File: src/rtl/i2c_ack_stop.sv
// I2C master ACK-clock / STOP stage: clocks the ACK bit, samples the slave's ACK/NACK
// and optionally emits STOP. Optional clock stretching in ACK_HIGH via I2C_ACK_STRETCH_EN.
module i2c_ack_stop #(
  parameter int CTR_WIDTH = 16
) (
  input  logic                 clk,
  input  logic                 rst_n,
  input  logic [CTR_WIDTH-1:0] clock_divisor,
  input  logic                 start,
  input  logic                 last,
  input  logic                 sda_in,
  input  logic                 scl_in,
  output logic                 scl_out,
  output logic                 sda_oe,
  output logic                 busy,
  output logic                 done,
  output logic                 nack
);

  typedef enum logic [3:0] {
    IDLE      = 4'd0,
    ACK_LOW   = 4'd1,
    ACK_HIGH  = 4'd2,
    STOP_LOW  = 4'd3,
    STOP_HIGH = 4'd4,
    STOP_REL  = 4'd5
  } state_t;

  state_t               state_q, state_d;
  logic [CTR_WIDTH-1:0] ctr_q, ctr_d;
  logic [CTR_WIDTH-1:0] div_q, div_d;
  logic                 last_q, last_d;
  logic                 nack_q, nack_d;
  logic                 done_q, done_d;
  logic                 stall;

`ifdef I2C_ACK_STRETCH_EN
  // Slave holding SCL low keeps the ACK-high phase pinned at its first cycle.
  assign stall = (state_q == ACK_HIGH) && !scl_in;
`else
  logic unused_scl_in;
  assign stall         = 1'b0;
  assign unused_scl_in = scl_in;
`endif

  always_ff @(posedge clk) begin
    if (!rst_n) begin
      state_q <= IDLE;
      ctr_q   <= '0;
      div_q   <= '0;
      last_q  <= 1'b0;
      nack_q  <= 1'b0;
      done_q  <= 1'b0;
    end else begin
      state_q <= state_d;
      ctr_q   <= ctr_d;
      div_q   <= div_d;
      last_q  <= last_d;
      nack_q  <= nack_d;
      done_q  <= done_d;
    end
  end

  always_comb begin
    state_d = state_q;
    ctr_d   = ctr_q;
    div_d   = div_q;
    last_d  = last_q;
    nack_d  = nack_q;
    done_d  = 1'b0;
    if (state_q == IDLE) begin
      if (start) begin
        div_d   = clock_divisor;
        last_d  = last;
        ctr_d   = '0;
        state_d = ACK_LOW;
      end
    end else if (stall) begin
      ctr_d = '0;
    end else if (ctr_q == div_q) begin
      ctr_d = '0;
      case (state_q)
        ACK_LOW:   state_d = ACK_HIGH;
        ACK_HIGH: begin
          nack_d = sda_in;
          if (sda_in || last_q) begin
            state_d = STOP_LOW;
          end else begin
            state_d = IDLE;
            done_d  = 1'b1;
          end
        end
        STOP_LOW:  state_d = STOP_HIGH;
        STOP_HIGH: state_d = STOP_REL;
        STOP_REL: begin
          state_d = IDLE;
          done_d  = 1'b1;
        end
        default:   state_d = IDLE;
      endcase
    end else begin
      ctr_d = ctr_q + 1'b1;
    end
  end

  always_comb begin
    scl_out = 1'b1;
    sda_oe  = 1'b0;
    busy    = (state_q != IDLE);
    case (state_q)
      ACK_LOW:   scl_out = 1'b0;
      STOP_LOW: begin
        scl_out = 1'b0;
        sda_oe  = 1'b1;
      end
      STOP_HIGH: sda_oe = 1'b1;
      default: ;
    endcase
  end

  assign done = done_q;
  assign nack = nack_q;

endmodule

File: config.mk
export PLATFORM = sky130hd
export DESIGN_NAME = i2c_ack_stop
export DESIGN_NICKNAME = d
export VERILOG_FILES = /design/src/rtl/i2c_ack_stop.sv
export SDC_FILE = /design/constraint.sdc
export NUM_CORES = 1
export LEC_CHECK = 0
export CAP_MARGIN = 20
export CORE_ASPECT_RATIO = 1.5
export CORE_MARGIN = 5
export CORE_UTILIZATION = 45
export CTS_BUF_LIST = sky130_fd_sc_hd__clkbuf_8
export CTS_CLUSTER_SIZE = 28
export DETAILED_ROUTE_END_ITERATION = 8
export PLACE_DENSITY = 0.68
export SLEW_MARGIN = 20
export SYNTH_ARGS = -nofsm -noshare
export SYNTH_HDL_FRONTEND = slang
export SYNTH_SLANG_ARGS = --single-unit
File: constraint.sdc
create_clock -name clk -period 2.5 [get_ports clk]
set_clock_uncertainty 0.05 [all_clocks]
set_input_delay 0.375 -clock clk [delete_from_list [all_inputs] [get_ports clk]]
set_output_delay 0.375 -clock clk [all_outputs]
set_load 0.02 [all_outputs]
==> results of run 1 <==
## area by class of cell
type,count,area [µm²]
Clock inverter,2,10.0
Clock buffer,5,68.8
Multi-Input combinational cell,173,1000
Inverter,9,33.8
Fill cell,427,1900
Tap cell,46,57.6
Sequential cell,38,761
Timing Repair Buffer,33,310
## final timing paths
path | start | to | slack, ns | cells past startpoint
worst max-delay path | state_q[2]$_SDFFE_PN0P_ | sda_oe | 0.33 | 4
worst min-delay path | div_q[11]$_SDFFE_PN0P_ | div_q[11]$_SDFFE_PN0P_ | 0.42 | 2
worst max register to register | ctr_q[11]$_SDFFE_PN0P_ | ctr_q[7]$_SDFFE_PN0P_ | 0.55 | 7
worst min register to register | div_q[11]$_SDFFE_PN0P_ | div_q[11]$_SDFFE_PN0P_ | 0.42 | 2
## state kept, by name, summed over array words and instances (netlist names)
register  cells
ctr_q        16
div_q        16
done          1
last_q        1
nack          1
state_q       3
## synthesized netlist by cell type, types with 2 or more instances
library cell,instances
or3_1,4
nor3_2,2
xor2_1,17
inv_1,9
nor2_1,3
xnor2_1,2
o211ai_1,2
and4_1,3
nand2_1,58
o311ai_1,6
o21ai_0,4
buf_6,3
o22ai_1,3
clkbuf_1,4
nand3_1,13
nand4_1,11
dfxtp_1,38
nor4_2,2
a31oi_1,5
a21oi_1,19
buf_2,9
nor4_1,3
## where the power goes
part	switching, mW	internal [mW]
clock	0.204	0.187
combinational	0.446	0.284
sequential	0.0709	0.689
total	0.720	1.16
## routing by layer
metal	global-route usage	wire, µm
met5	0	0
met4	0.0792	106
met3	0.0314	132
met2	0.307	2300
met1	0.172	1780
## worst max-delay path, delay by kind of cell, from the launching register on
kind / cells / cell delay, ns
buffers and inverters: 2 / 0.78
and+or+nand+nor: 1 / 0.10
AOI/OAI and AO/OA: 1 / 0.24
DFF: 1 / 0.34
## logic make-up (layout without fill, tap and decap cells)
group / Yosys count / count (layout) / share of synthesized area
simple gates: 105 / 105 / 0.274
compound gates: 47 / 47 / 0.156
flops: 38 / 38 / 0.403
buf+inv: 25 / 49 / 0.0676
xor+xnor: 19 / 19 / 0.0881
fa+ha+maj: 1 / 1 / 0.00663
mux: 1 / 1 / 0.00530
==> impl_metrics.toml, run 1 <==
[setup_path]
worstSetupPathType = "register to primary output"
crit_fanout = 4
slowest_stage = "clkdlybuf4s50_1"
startpoint_type = "register"
worstPathArrival_ns = 1.74
worstSetupEndpointType = "primary output"
crit_chain = "inv_1, nand2_1, o21ai_0, clkdlybuf4s50_1"
worst_ep_required_time_ns = 2.08
worst_path_largest_cell_delay_ns = 0.65

[detailed_routing]
wl_per_cell_um = 14.1
drt-initial-drc-count = 36
first_pass_iters = 4
ant_nets = 0
wl_mm = 4.33
drc = 0
vias = 1686
viasPerCell = 5.51

[floorplan]
ios = 27
core_um2 = 4140
fp.dieArea_um2 = 5620
die_x_um = 62.9
initial_utilization = 0.456
die_y_um = 89.3
rows = 29

[logic_synthesis]
ys_async_sr_fraction = 0
ys_seq_elements = 38
netlist_instances = 236
synth_edf_count = 0
synth_top_area_share = 0.403
yosysWarnings = 0
avgSynthCellArea_um2 = 8.00
synthFlopType = "dfxtp_1"
yosysSeqAreaShare = 0.403
synth_area_leaders = "dfxtp_1 40%, nand2_1 12%, xor2_1 7.9%"
synth_area_um2 = 1890
yosysTopAreaCell = "dfxtp_1"
synth.distinct_cells = 38
synth_fp_nets = 259

[layout]
final_cell_mix = "58 x nand2_1, 38 x dfxtp_1, 25 x clkdlybuf4s50_1, 19 x a21oi_1, 17 x xor2_1"
nets = 283
area_delta_synth_final_pct = 18.7
final_area_um2 = 2240
finish.utilization = 0.542
insertedDiodeCount = 0
final_common_cell = "nand2_1"
layout-drive-gt1-share = 0.0731
stdcell_count = 306

[clock_network]
cts_max_level = 2
clk_pin_slew_ns = 0.07
cts_sinks = 38
insertion_delay_ns = 0.29
hold_buffers = 0
cts_tree = "built"
cts_buffers = 5
cts-root-buf = "clkbuf_8"
postCtsSetupRepairBufs = 0
cts_resized = 0
clockBufferDepth = 2

[grt]
grt_max_degree = 19
antenna_found_initial = 0
grt_pass1_wl_mm = 7.24
track_usage = 0.163
grt_pass1_vias = 1594
grt_overflow = 0

[sta]
setup_slack_ns = 0.332
tns_ns = 0
timing.hold.ws_ns = 0.416
slew_viol_final = 0
hold_viol_final = 0
worstMarginPinSlew_ns = 0.640
slew_headroom = 0.573
min_period_over_period = 0.867
finalSetupViolations = 0
layout_min_cycle_time_ns = 2.17
rsz0062_at_grt = "false"
fmax_mhz = 461

[run]
maxCapViolCount = 0

[placed_design]
port-buffer-count = 25
dp_cells = 299
gp_congestion = 0.790
dp_slack_ns = 0.456
hpwl_mm = 3.21
post_dp_cell_area_um2 = 2160

[power_and_ir_drop]
ir_worst_vdd_mv = 0.570
p_leak_nw = 0.838
p_per_area_nw_per_um2 = 839
p_total_mw = 1.88

[run_status]
status = "completed"

[min_path]
hp-class = "register to register"
(Power assumes the default switching activity.)
==> run 2, diff against run 1 <==
Settings changed: SKIP_CTS_REPAIR_TIMING set to 1.
==> results of run 2 <==
Same layout as run 1: the final DEF is identical, and so are final timing and power.
==> run 3, diff against run 2 <==
Settings changed: MAX_ROUTING_LAYER set to met4.
==> run 3 against run 2 <==
  * Via count is 0.47% lower
  * Critical path depth unchanged
  * Setup slack is essentially flat
  * Wire length shrank 0.42%
  * Maximum frequency about the same
  * Die area stayed put
  * Final cell count is the same
  * Utilization unchanged
  * Hold slack stayed put
  * Global-route usage rose by 0.52 points
  * Highest routed layer unchanged
==> impl_metrics.toml, run 3 (synthesis results as in run 1) <==
[run_status]
status = "completed"

[placed_design]
port-buffer-count = 25
post_dp_cell_area_um2 = 2160
gp_congestion = 0.801
hpwl_mm = 3.21
dp_cells = 299

[floorplan]
fp.dieArea_um2 = 5620
core_um2 = 4140
ios = 27
die_x_um = 62.9
die_y_um = 89.3
rows = 29
initial_utilization = 0.456

[power_and_ir_drop]
p_leak_nw = 0.838
p_per_area_nw_per_um2 = 838
ir_worst_vdd_mv = 0.569
p_total_mw = 1.88

[setup_path]
crit_buf_inv = 2
startpoint_type = "register"
cp_top_family = "buffers and inverters"
worstSetupPathType = "register to primary output"
worst_ep_required_time_ns = 2.08
crit_fanout = 4
slowest_stage = "clkdlybuf4s50_1"
worst_path_largest_cell_delay_ns = 0.65
crit_chain = "inv_1, nand2_1, o21ai_0, clkdlybuf4s50_1"
worstSetupEndpointType = "primary output"
worstPathArrival_ns = 1.74

[layout]
area.sequential_um2 = 761
largestRegisters = "ctr_q (16), div_q (16), state_q (3)"
final_area_um2 = 2240
final_common_cell = "nand2_1"
nets = 283
multiInputGateArea_um2 = 1000
area_delta_synth_final_pct = 18.7
layout-drive-gt1-share = 0.0731
insertedDiodeCount = 0
nFillCells = 427
final_cell_mix = "58 x nand2_1, 38 x dfxtp_1, 25 x clkdlybuf4s50_1, 19 x a21oi_1, 17 x xor2_1"
stdcell_count = 306

[detailed_routing]
viasPerCell = 5.48
drc = 0
first_pass_iters = 4
drt-initial-drc-count = 36
ant_nets = 0
vias = 1678
wl_mm = 4.31
wl_per_cell_um = 14.1

[sta]
fmax_mhz = 461
timing.hold.ws_ns = 0.416
tns_ns = 0
min_period_over_period = 0.867
hold_viol_final = 0
worstMarginPinSlew_ns = 0.640
slew_headroom = 0.573
rsz0062_at_grt = "false"
slew_viol_final = 0
finalSetupViolations = 0
layout_min_cycle_time_ns = 2.17

[run]
maxCapViolCount = 0

[clock_network]
clk_pin_slew_ns = 0.07
cts_tree = "built"
clockBufferDepth = 2
insertion_delay_ns = 0.29
cts-root-buf = "clkbuf_8"
cts_max_level = 2
cts_sinks = 38
cts_buffers = 5

[grt]
grt_overflow = 0
track_usage = 0.168
antenna_found_initial = 0
grt_pass1_vias = 1591
grt_max_degree = 19
grt_pass1_wl_mm = 7.25

[min_path]
hp-class = "register to register"
[run 3: cell counts in the layout (fill, tap and decap cells not counted)]
No cell type changed its count.
[run 3: path summary, 6_finish.rpt]
check	slack, ns	end	cells past startpoint	start
worst max-delay path	0.33	sda_oe	4	state_q[2]$_SDFFE_PN0P_
worst min-delay path	0.42	div_q[11]$_SDFFE_PN0P_	2	div_q[11]$_SDFFE_PN0P_
worst max register to register	0.55	ctr_q[7]$_SDFFE_PN0P_	7	ctr_q[11]$_SDFFE_PN0P_
worst min register to register	0.42	div_q[11]$_SDFFE_PN0P_	2	div_q[11]$_SDFFE_PN0P_
[run 3: final cells by class]
type | count | share of cell area
inverters | 9 | 0.0151
flip-flops and latches | 38 | 0.339
repair buffers | 33 | 0.138
clock buffers | 5 | 0.0307
clock inverters | 2 | 0.00447
multi-input cells | 173 | 0.446
well taps | 46 | 0.0257
[run 3: routing by layer]
layer	track usage	wire (µm)
met1	0.173	1780
met2	0.307	2290
met3	0.0302	124
met4	0.0792	106
met5	-	0
[run 3: power breakdown]
group / internal [mW] / switching, mW / total (mW) / leakage, nW
logic: 0.284 / 0.443 / 0.727 / 0.485
registers: 0.689 / 0.0713 / 0.760 / 0.309
clock network: 0.187 / 0.203 / 0.390 / 0.0438
[run 3: per-stage QoR]
step / worst slack (ns) / utilization
2_1_floorplan: 0.872 / -
3_5_place_dp: 0.456 / 0.523
3_3_place_gp: 0.488 / 0.523
5_1_grt: 0.197 / 0.542
4_1_cts: 0.313 / 0.542
6_report: 0.332 / 0.542
[run 3: worst reg2reg max path: stages (launching register included)]
cell,delay [ns]
dfxtp_1,0.48
xor2_1,0.12
nor4_2,0.32
nand4_1,0.25
buf_4,0.25
nand2_1,0.06
buf_4,0.19
o311ai_1,0.12
